==> config.mk <==
export PLATFORM = sky130hd
export DESIGN_NAME = sm83_int_ctrl
export DESIGN_NICKNAME = d
export VERILOG_FILES = /design/src/rtl/sm83_pkg.sv /design/src/rtl/sm83_irq_prio_enc.sv /design/src/rtl/sm83_int_ctrl.sv
export SDC_FILE = /design/constraint.sdc
export NUM_CORES = 1
export LEC_CHECK = 0
export ABC_CLOCK_PERIOD_IN_PS = 1700
export CAP_MARGIN = 20
export CORE_MARGIN = 1.5
export CORE_UTILIZATION = 38
export DETAILED_ROUTE_END_ITERATION = 7
export GPL_ROUTABILITY_DRIVEN = 0
export HOLD_SLACK_MARGIN = 0.03
export PLACE_DENSITY = 0.83
export SLEW_MARGIN = 25
export SYNTH_ARGS = -nofsm -noshare
export SYNTH_HDL_FRONTEND = slang
export SYNTH_SLANG_ARGS = --single-unit
==> constraint.sdc <==
create_clock -name clk -period 1.7 [get_ports clk]
set_input_delay 0.34 -clock clk [delete_from_list [all_inputs] [get_ports clk]]
set_output_delay 0.34 -clock clk [all_outputs]
set_load 0.005 [all_outputs]
==> src/rtl/sm83_pkg.sv <==
// sm83_pkg: shared types and constants for the SM83 interrupt controller.
//   int_state_t  - dispatch sequencer states
//   irq_idx_t    - interrupt source index
//   INT_VBLANK..INT_JOYPAD - source indices, 0 has the highest priority
//   irq_vec_t    - 16-bit dispatch vector split into hi/lo bytes
//   irq_vector() - vec(i) = base + i*stride
package sm83_pkg;

  typedef enum logic [2:0] {
    INT_IDLE,
    INT_W1,
    INT_W2,
    INT_PUSH_HI,
    INT_PUSH_LO,
    INT_JUMP
  } int_state_t;

  typedef logic [2:0] irq_idx_t;

  localparam irq_idx_t INT_VBLANK = 3'd0;
  localparam irq_idx_t INT_STAT   = 3'd1;
  localparam irq_idx_t INT_TIMER  = 3'd2;
  localparam irq_idx_t INT_SERIAL = 3'd3;
  localparam irq_idx_t INT_JOYPAD = 3'd4;

  typedef struct packed {
    logic [7:0] hi;
    logic [7:0] lo;
  } irq_vec_t;

  function automatic irq_vec_t irq_vector(input irq_idx_t idx, input logic [15:0] base,
                                          input logic [15:0] stride);
    return irq_vec_t'(base + (16'(idx) * stride));
  endfunction

endpackage

==> src/rtl/sm83_irq_prio_enc.sv <==
// sm83_irq_prio_enc: combinational fixed-priority encoder, lowest index wins.
// Ports:
//   req    in  NUM_IRQ  pending requests (ie & IF)
//   valid  out 1        any request pending
//   idx    out 3        index of the highest-priority pending request (0 when none)
module sm83_irq_prio_enc
  import sm83_pkg::*;
#(
  parameter int NUM_IRQ = 5
) (
  input  logic [NUM_IRQ-1:0] req,
  output logic               valid,
  output irq_idx_t           idx
);

  // Scan from the top down so the lowest set index is the last assignment.
  always_comb begin
    valid = |req;
    idx   = '0;
    for (int i = NUM_IRQ - 1; i >= 0; i--) begin
      if (req[i]) idx = irq_idx_t'(i);
    end
  end

endmodule

==> src/rtl/sm83_int_ctrl.sv <==
// sm83_int_ctrl: SM83 interrupt controller. Owns IF (FF0F) and IME, resolves
// pending ie&IF by fixed priority and sequences the 5-M-cycle dispatch
// (W1, W2, PUSH_HI, PUSH_LO, JUMP) executed by the core's stack/PC datapath.
// Optional feature macro: SM83_HALT_BUG_EN adds the halt_bug output.
// Ports:
//   clk, rst_n            clock, asynchronous active-low reset
//   mcyc_en               M-cycle strobe gating FSM and IME updates
//   irq_in                source request lines (rising edge sets IF bit)
//   ie                    IE register (FFFF)
//   if_wr_en/if_wr_data   core write to FF0F
//   if_rd_data            {1's, IF}
//   ei, di, reti          instruction pulses (qualified by mcyc_en)
//   instr_bound           core at an opcode-fetch boundary
//   halted                core in HALT
//   wake                  |(ie & IF), independent of IME
//   disp_busy             dispatch in progress
//   push_msb/push_lsb     core pushes PC msb / lsb this M-cycle
//   pc_load, disp_vec     core loads PC with disp_vec this M-cycle
//   halt_bug (macro only) one M-cycle pulse on HALT entry with IME=0 and pending
module sm83_int_ctrl
  import sm83_pkg::*;
#(
  parameter int          NUM_IRQ    = 5,
  parameter logic [15:0] VEC_BASE   = 16'h0040,
  parameter int          VEC_STRIDE = 8
) (
  input  logic               clk,
  input  logic               rst_n,
  input  logic               mcyc_en,
  input  logic [NUM_IRQ-1:0] irq_in,
  input  logic [7:0]         ie,
  input  logic               if_wr_en,
  input  logic [7:0]         if_wr_data,
  output logic [7:0]         if_rd_data,
  input  logic               ei,
  input  logic               di,
  input  logic               reti,
  input  logic               instr_bound,
  input  logic               halted,
  output logic               wake,
  output logic               disp_busy,
  output logic               push_msb,
  output logic               push_lsb,
  output logic               pc_load,
  output logic [15:0]        disp_vec
`ifdef SM83_HALT_BUG_EN
  ,
  output logic               halt_bug
`endif
);

  logic [NUM_IRQ-1:0] if_reg, if_next, irq_prev_reg, irq_edge, pend;
  logic               ime_reg, ime_next, ime_pend_reg, ime_pend_next;
  int_state_t         state_reg, state_next;
  irq_idx_t           idx_reg, enc_idx;
  logic               idx_valid_reg, enc_valid;
  logic               entry, jump_clr;
  irq_vec_t           vec;

  assign irq_edge   = irq_in & ~irq_prev_reg;
  assign pend       = ie[NUM_IRQ-1:0] & if_reg;
  assign wake       = |pend;
  assign if_rd_data = {{(8 - NUM_IRQ){1'b1}}, if_reg};

  assign entry    = mcyc_en && (state_reg == INT_IDLE) && ime_reg && instr_bound && wake;
  assign jump_clr = mcyc_en && (state_reg == INT_JUMP) && idx_valid_reg;

  // Per-bit IF update: a write overrides the held/cleared value, and a
  // request edge in the same clock beats both the write and the dispatch clear.
  for (genvar gi = 0; gi < NUM_IRQ; gi++) begin : g_if
    assign if_next[gi] = irq_edge[gi] |
                         (if_wr_en ? if_wr_data[gi]
                                   : (if_reg[gi] & ~(jump_clr && (idx_reg == irq_idx_t'(gi)))));
  end

  // EI takes effect at the instruction boundary after the one carrying it,
  // so the dispatch check at that boundary still sees the old IME.
  always_comb begin
    ime_next      = ime_reg;
    ime_pend_next = ime_pend_reg;
    if (mcyc_en) begin
      if (ime_pend_reg && instr_bound) begin
        ime_next      = 1'b1;
        ime_pend_next = 1'b0;
      end
      if (reti) ime_next = 1'b1;
      if (ei) ime_pend_next = 1'b1;
      if (di) begin
        ime_next      = 1'b0;
        ime_pend_next = 1'b0;
      end
      if (entry) ime_next = 1'b0;
    end
  end

  always_comb begin
    state_next = state_reg;
    disp_busy  = 1'b0;
    push_msb   = 1'b0;
    push_lsb   = 1'b0;
    pc_load    = 1'b0;
    case (state_reg)
      INT_IDLE: if (entry) state_next = INT_W1;
      INT_W1: begin
        disp_busy = 1'b1;
        if (mcyc_en) state_next = INT_W2;
      end
      INT_W2: begin
        disp_busy = 1'b1;
        if (mcyc_en) state_next = INT_PUSH_HI;
      end
      INT_PUSH_HI: begin
        disp_busy = 1'b1;
        push_msb  = 1'b1;
        if (mcyc_en) state_next = INT_PUSH_LO;
      end
      INT_PUSH_LO: begin
        disp_busy = 1'b1;
        push_lsb  = 1'b1;
        if (mcyc_en) state_next = INT_JUMP;
      end
      INT_JUMP: begin
        disp_busy = 1'b1;
        pc_load   = 1'b1;
        if (mcyc_en) state_next = INT_IDLE;
      end
      default: state_next = INT_IDLE;
    endcase
  end

  // Priority is sampled late (during PUSH_LO) so IE/IF changes made while the
  // msb is pushed still redirect or cancel the dispatch.
  sm83_irq_prio_enc #(.NUM_IRQ(NUM_IRQ)) u_prio (
    .req   (pend),
    .valid (enc_valid),
    .idx   (enc_idx)
  );

  assign vec      = irq_vector(idx_reg, VEC_BASE, 16'(VEC_STRIDE));
  assign disp_vec = ((state_reg == INT_JUMP) && idx_valid_reg) ? {vec.hi, vec.lo} : 16'h0000;

  always_ff @(posedge clk or negedge rst_n) begin
    if (!rst_n) begin
      irq_prev_reg  <= '0;
      if_reg        <= '0;
      ime_reg       <= 1'b0;
      ime_pend_reg  <= 1'b0;
      state_reg     <= INT_IDLE;
      idx_reg       <= '0;
      idx_valid_reg <= 1'b0;
    end else begin
      irq_prev_reg <= irq_in;
      if_reg       <= if_next;
      ime_reg      <= ime_next;
      ime_pend_reg <= ime_pend_next;
      state_reg    <= state_next;
      if (mcyc_en && (state_reg == INT_PUSH_LO)) begin
        idx_reg       <= enc_idx;
        idx_valid_reg <= enc_valid;
      end
    end
  end

  // Upper IE/IF bits have no sources behind them.
  logic unused_bits;

`ifdef SM83_HALT_BUG_EN
  logic halted_prev_reg;

  always_ff @(posedge clk or negedge rst_n) begin
    if (!rst_n) halted_prev_reg <= 1'b0;
    else if (mcyc_en) halted_prev_reg <= halted;
  end

  assign halt_bug    = halted & ~halted_prev_reg & ~ime_reg & wake;
  assign unused_bits = ^{ie[7:NUM_IRQ], if_wr_data[7:NUM_IRQ]};
`else
  assign unused_bits = ^{ie[7:NUM_IRQ], if_wr_data[7:NUM_IRQ], halted};
`endif

endmodule

==> impl_metrics.tcl <==
set metrics [dict create \
    numCtsBuffers 3 \
    async_flop_share 1.00 \
    die_width_um 56.5 \
    placeableCoreArea_mm2 0.00273 \
    vias 1024 \
    failed_checks "negative setup slack" \
    detail_route.vias_per_cell 5.09 \
    io_pins 59 \
    hold_violations 0 \
    cts-htree-levels 1 \
    syn_avg_cell_area_um2 9.71 \
    holdCritPathClass "input port to asynchronous set/reset pin" \
    worst_ep_required_time_ns 1.36 \
    reg2reg_slack_ns 0.04 \
    p_per_area_mw_per_mm2 1110 \
    timing.critical_path.fanout_max 3 \
    first_pass_iters 4 \
    die_height_um 56.5 \
    synth.yosys.seq_area_share 0.437 \
    initial_utilization 0.398 \
    cts_root_buf "sky130_fd_sc_hd__clkbuf_4" \
    max_clock_freq_mhz 550 \
    final.setup.worst_slack_ns -0.119 \
    power_leakage_nw 0.776 \
    finalCoreUtilization 0.605 \
    sort_of_element_at_the_start_of_the_critical_path "flop" \
    flow.area_growth_from_synthesis_pct 52.1 \
    post_synth_most_frequent_cells "sky130_fd_sc_hd__dfrtp_1, sky130_fd_sc_hd__buf_4, sky130_fd_sc_hd__nand2_1" \
    antenna_left 0 \
    drc 0 \
    clk-insertion-delay-late_ns 0.30 \
    synth_area_leader_cell "sky130_fd_sc_hd__dfrtp_1" \
    grt_start_max_net_pins 20 \
    n_antenna_cell 0 \
    fp-row-count 19 \
    hpwl_um 2050 \
    timing.final.crit_share 1.07 \
    register_clock_pin_slew_on_the_reported_worst_setup_and_hold_paths_ns 0.10 \
    totalWireLength_um 2850 \
    critical_path.reg2reg.endpoint "if_reg[2]$_DFF_PN0_" \
    post_synth_num_cell_types 38 \
    post-synth-top-area-fraction 0.437 \
    synthFlopType "sky130_fd_sc_hd__dfrtp_1" \
    finish.net_count 201 \
    mappedNetlistArea_mm2 0.00109 \
    first_global_vias 1034 \
    cp_data_arrival_time_ns 1.48 \
    synth-edff-count 0 \
    die_area_mm2 0.00319 \
    critical_path_class "flop to output port" \
    min_period_ns 1.82 \
    rsz0062_at_grt "yes" \
    share_of_layout_cells_above_drive_strength_1 0.294 \
    antenna_found_initial 0 \
    maximum_clock_path_buffer_count 2 \
    worst_clock_skew_ns 0.00150 \
    worstReg2RegStart "state_reg[1]$_DFFE_PN0P_" \
    clock_sink_count 19 \
    yosys-top-cells-area "sky130_fd_sc_hd__dfrtp_1, sky130_fd_sc_hd__buf_4, sky130_fd_sc_hd__a221o_1, sky130_fd_sc_hd__nand2_1, sky130_fd_sc_hd__and2_1" \
    netlist_instances 112 \
    first_pass_grt_wire_length_um 4640 \
    grt-ovfl-total 0 \
    timing.final.setup_violations 4 \
    synth_most_common_cell "sky130_fd_sc_hd__dfrtp_1" \
    final_cells 201 \
    drt_iter0_drc 42 \
    postSynthRegisterBits 19 \
    grt_use_total 0.188 \
    yosysWarnings 0 \
    tritoncts "done" \
    ir_drop_uv 760 \
    cell_count_after_placement 187 \
    critical_path.endpoint_type "output port" \
    portBuffers 36 \
    timing.max_cap.violations 0 \
    run_status "finished with violations" \
    ff2ff_path_depth 6 \
    postCtsHoldBufs 0 \
    finalMaxSlewViolations 0 \
    wire_per_inst_um 14.2 \
]
layer usage:
| metal | up-vias | GRT usage | wire length (um) |
|---|---|---|---|
| li1 | 480 | - | - |
| met2 | 55 | 0.332 | 1500 |
| met5 | - | 0 | 0 |
| met1 | 480 | 0.210 | 1070 |
| met3 | 9 | 0.0438 | 220 |
| met4 | 0 | 0.0884 | 69 |
timing repair:
action / in CTS / in global routing
gates resized for setup: 35 / 19
pin swaps: 7 / 3
endpoints found under the setup margin: 9 / 7
buffers inserted: 9 / 2
power breakdown:
group / leakage, nW / total, mW / switching [mW] / internal, mW
Clock: 0.0150 / 0.228 / 0.137 / 0.0916
Combinational: 0.534 / 0.936 / 0.368 / 0.568
Sequential: 0.227 / 0.664 / 0.109 / 0.555
placed cells by master (no fill, tap or decap), types with 2 or more instances in the layout:
cell	count
sky130_fd_sc_hd__clkdlybuf4s50_1	25
sky130_fd_sc_hd__clkbuf_4	3
sky130_fd_sc_hd__nand3_1	3
sky130_fd_sc_hd__conb_1	15
sky130_fd_sc_hd__dlymetal6s2s_1	2
sky130_fd_sc_hd__a22oi_2	2
sky130_fd_sc_hd__nor2_1	5
sky130_fd_sc_hd__buf_4	22
sky130_fd_sc_hd__nand2_2	2
sky130_fd_sc_hd__dfrtp_1	18
sky130_fd_sc_hd__a41oi_1	3
sky130_fd_sc_hd__o21ai_1	2
sky130_fd_sc_hd__a221o_1	5
sky130_fd_sc_hd__buf_6	9
sky130_fd_sc_hd__inv_1	5
sky130_fd_sc_hd__a21o_1	2
sky130_fd_sc_hd__and2_4	4
sky130_fd_sc_hd__nand2_1	7
sky130_fd_sc_hd__nor2b_1	4
sky130_fd_sc_hd__nand2b_1	4
sky130_fd_sc_hd__clkbuf_2	3
cells by family (layout without fill, tap and decap cells):
| family | Yosys count | in the layout | synth area share |
|---|---|---|---|
| AO/OA/AOI/OAI | 23 | 23 | 0.171 |
| XOR/XNOR | 1 | 1 | 0.00806 |
| buffers and inverters | 27 | 72 | 0.165 |
| flip-flops | 19 | 19 | 0.437 |
| multiplexers | 1 | 1 | 0.0104 |
| other | 2 | 15 | 0.00691 |
| AND/OR/NAND/NOR | 39 | 39 | 0.201 |
how the worst max path moves through the flow:
stage / start / end / slack, ns / depth (start not counted)
2_1_floorplan: state_reg[2]$_DFFE_PN0P_ / disp_busy / 0.31 / 3
3_3_place_gp: ie[0] / wake / -0.31 / 4
3_5_place_dp: ie[0] / wake / -0.30 / 4
4_1_cts: state_reg[1]$_DFFE_PN0P_ / disp_busy / -0.19 / 4
5_1_grt: state_reg[0]$_DFFE_PN0P_ / disp_busy / -0.16 / 4
6_report: state_reg[0]$_DFFE_PN0P_ / disp_busy / -0.12 / 4
stage by stage:
stage          setup WS [ns]  area [um2]  power, mW  hold slack, ns  TNS, ns
4_1_cts               -0.185        1620       1.71           0.355   -0.384
3_3_place_gp          -0.311        1500       1.31           0.479   -0.371
2_1_floorplan          0.313        1140       1.04          0.0444        0
3_5_place_dp          -0.305        1500       1.36           0.500   -0.433
5_1_grt               -0.157        1650       1.95           0.360   -0.628
6_report              -0.119        1650       1.83           0.360   -0.358
cell type report:
cell class / instances / area, um2
fillers: 239 / 1080
repair buffers: 63 / 572
multi-input cells: 79 / 522
flip-flops and latches: 19 / 477
well taps: 31 / 38.8
clock buffers: 4 / 26.3
inverters: 5 / 18.8
critical path, cell delays in order (launching register included):
cell and delay (ns):
sky130_fd_sc_hd__dfrtp_1 0.43, sky130_fd_sc_hd__buf_6 0.14, sky130_fd_sc_hd__or3_4 0.37, sky130_fd_sc_hd__and2_4 0.14, sky130_fd_sc_hd__clkbuf_2 0.10
(Power assumes the default switching activity.)
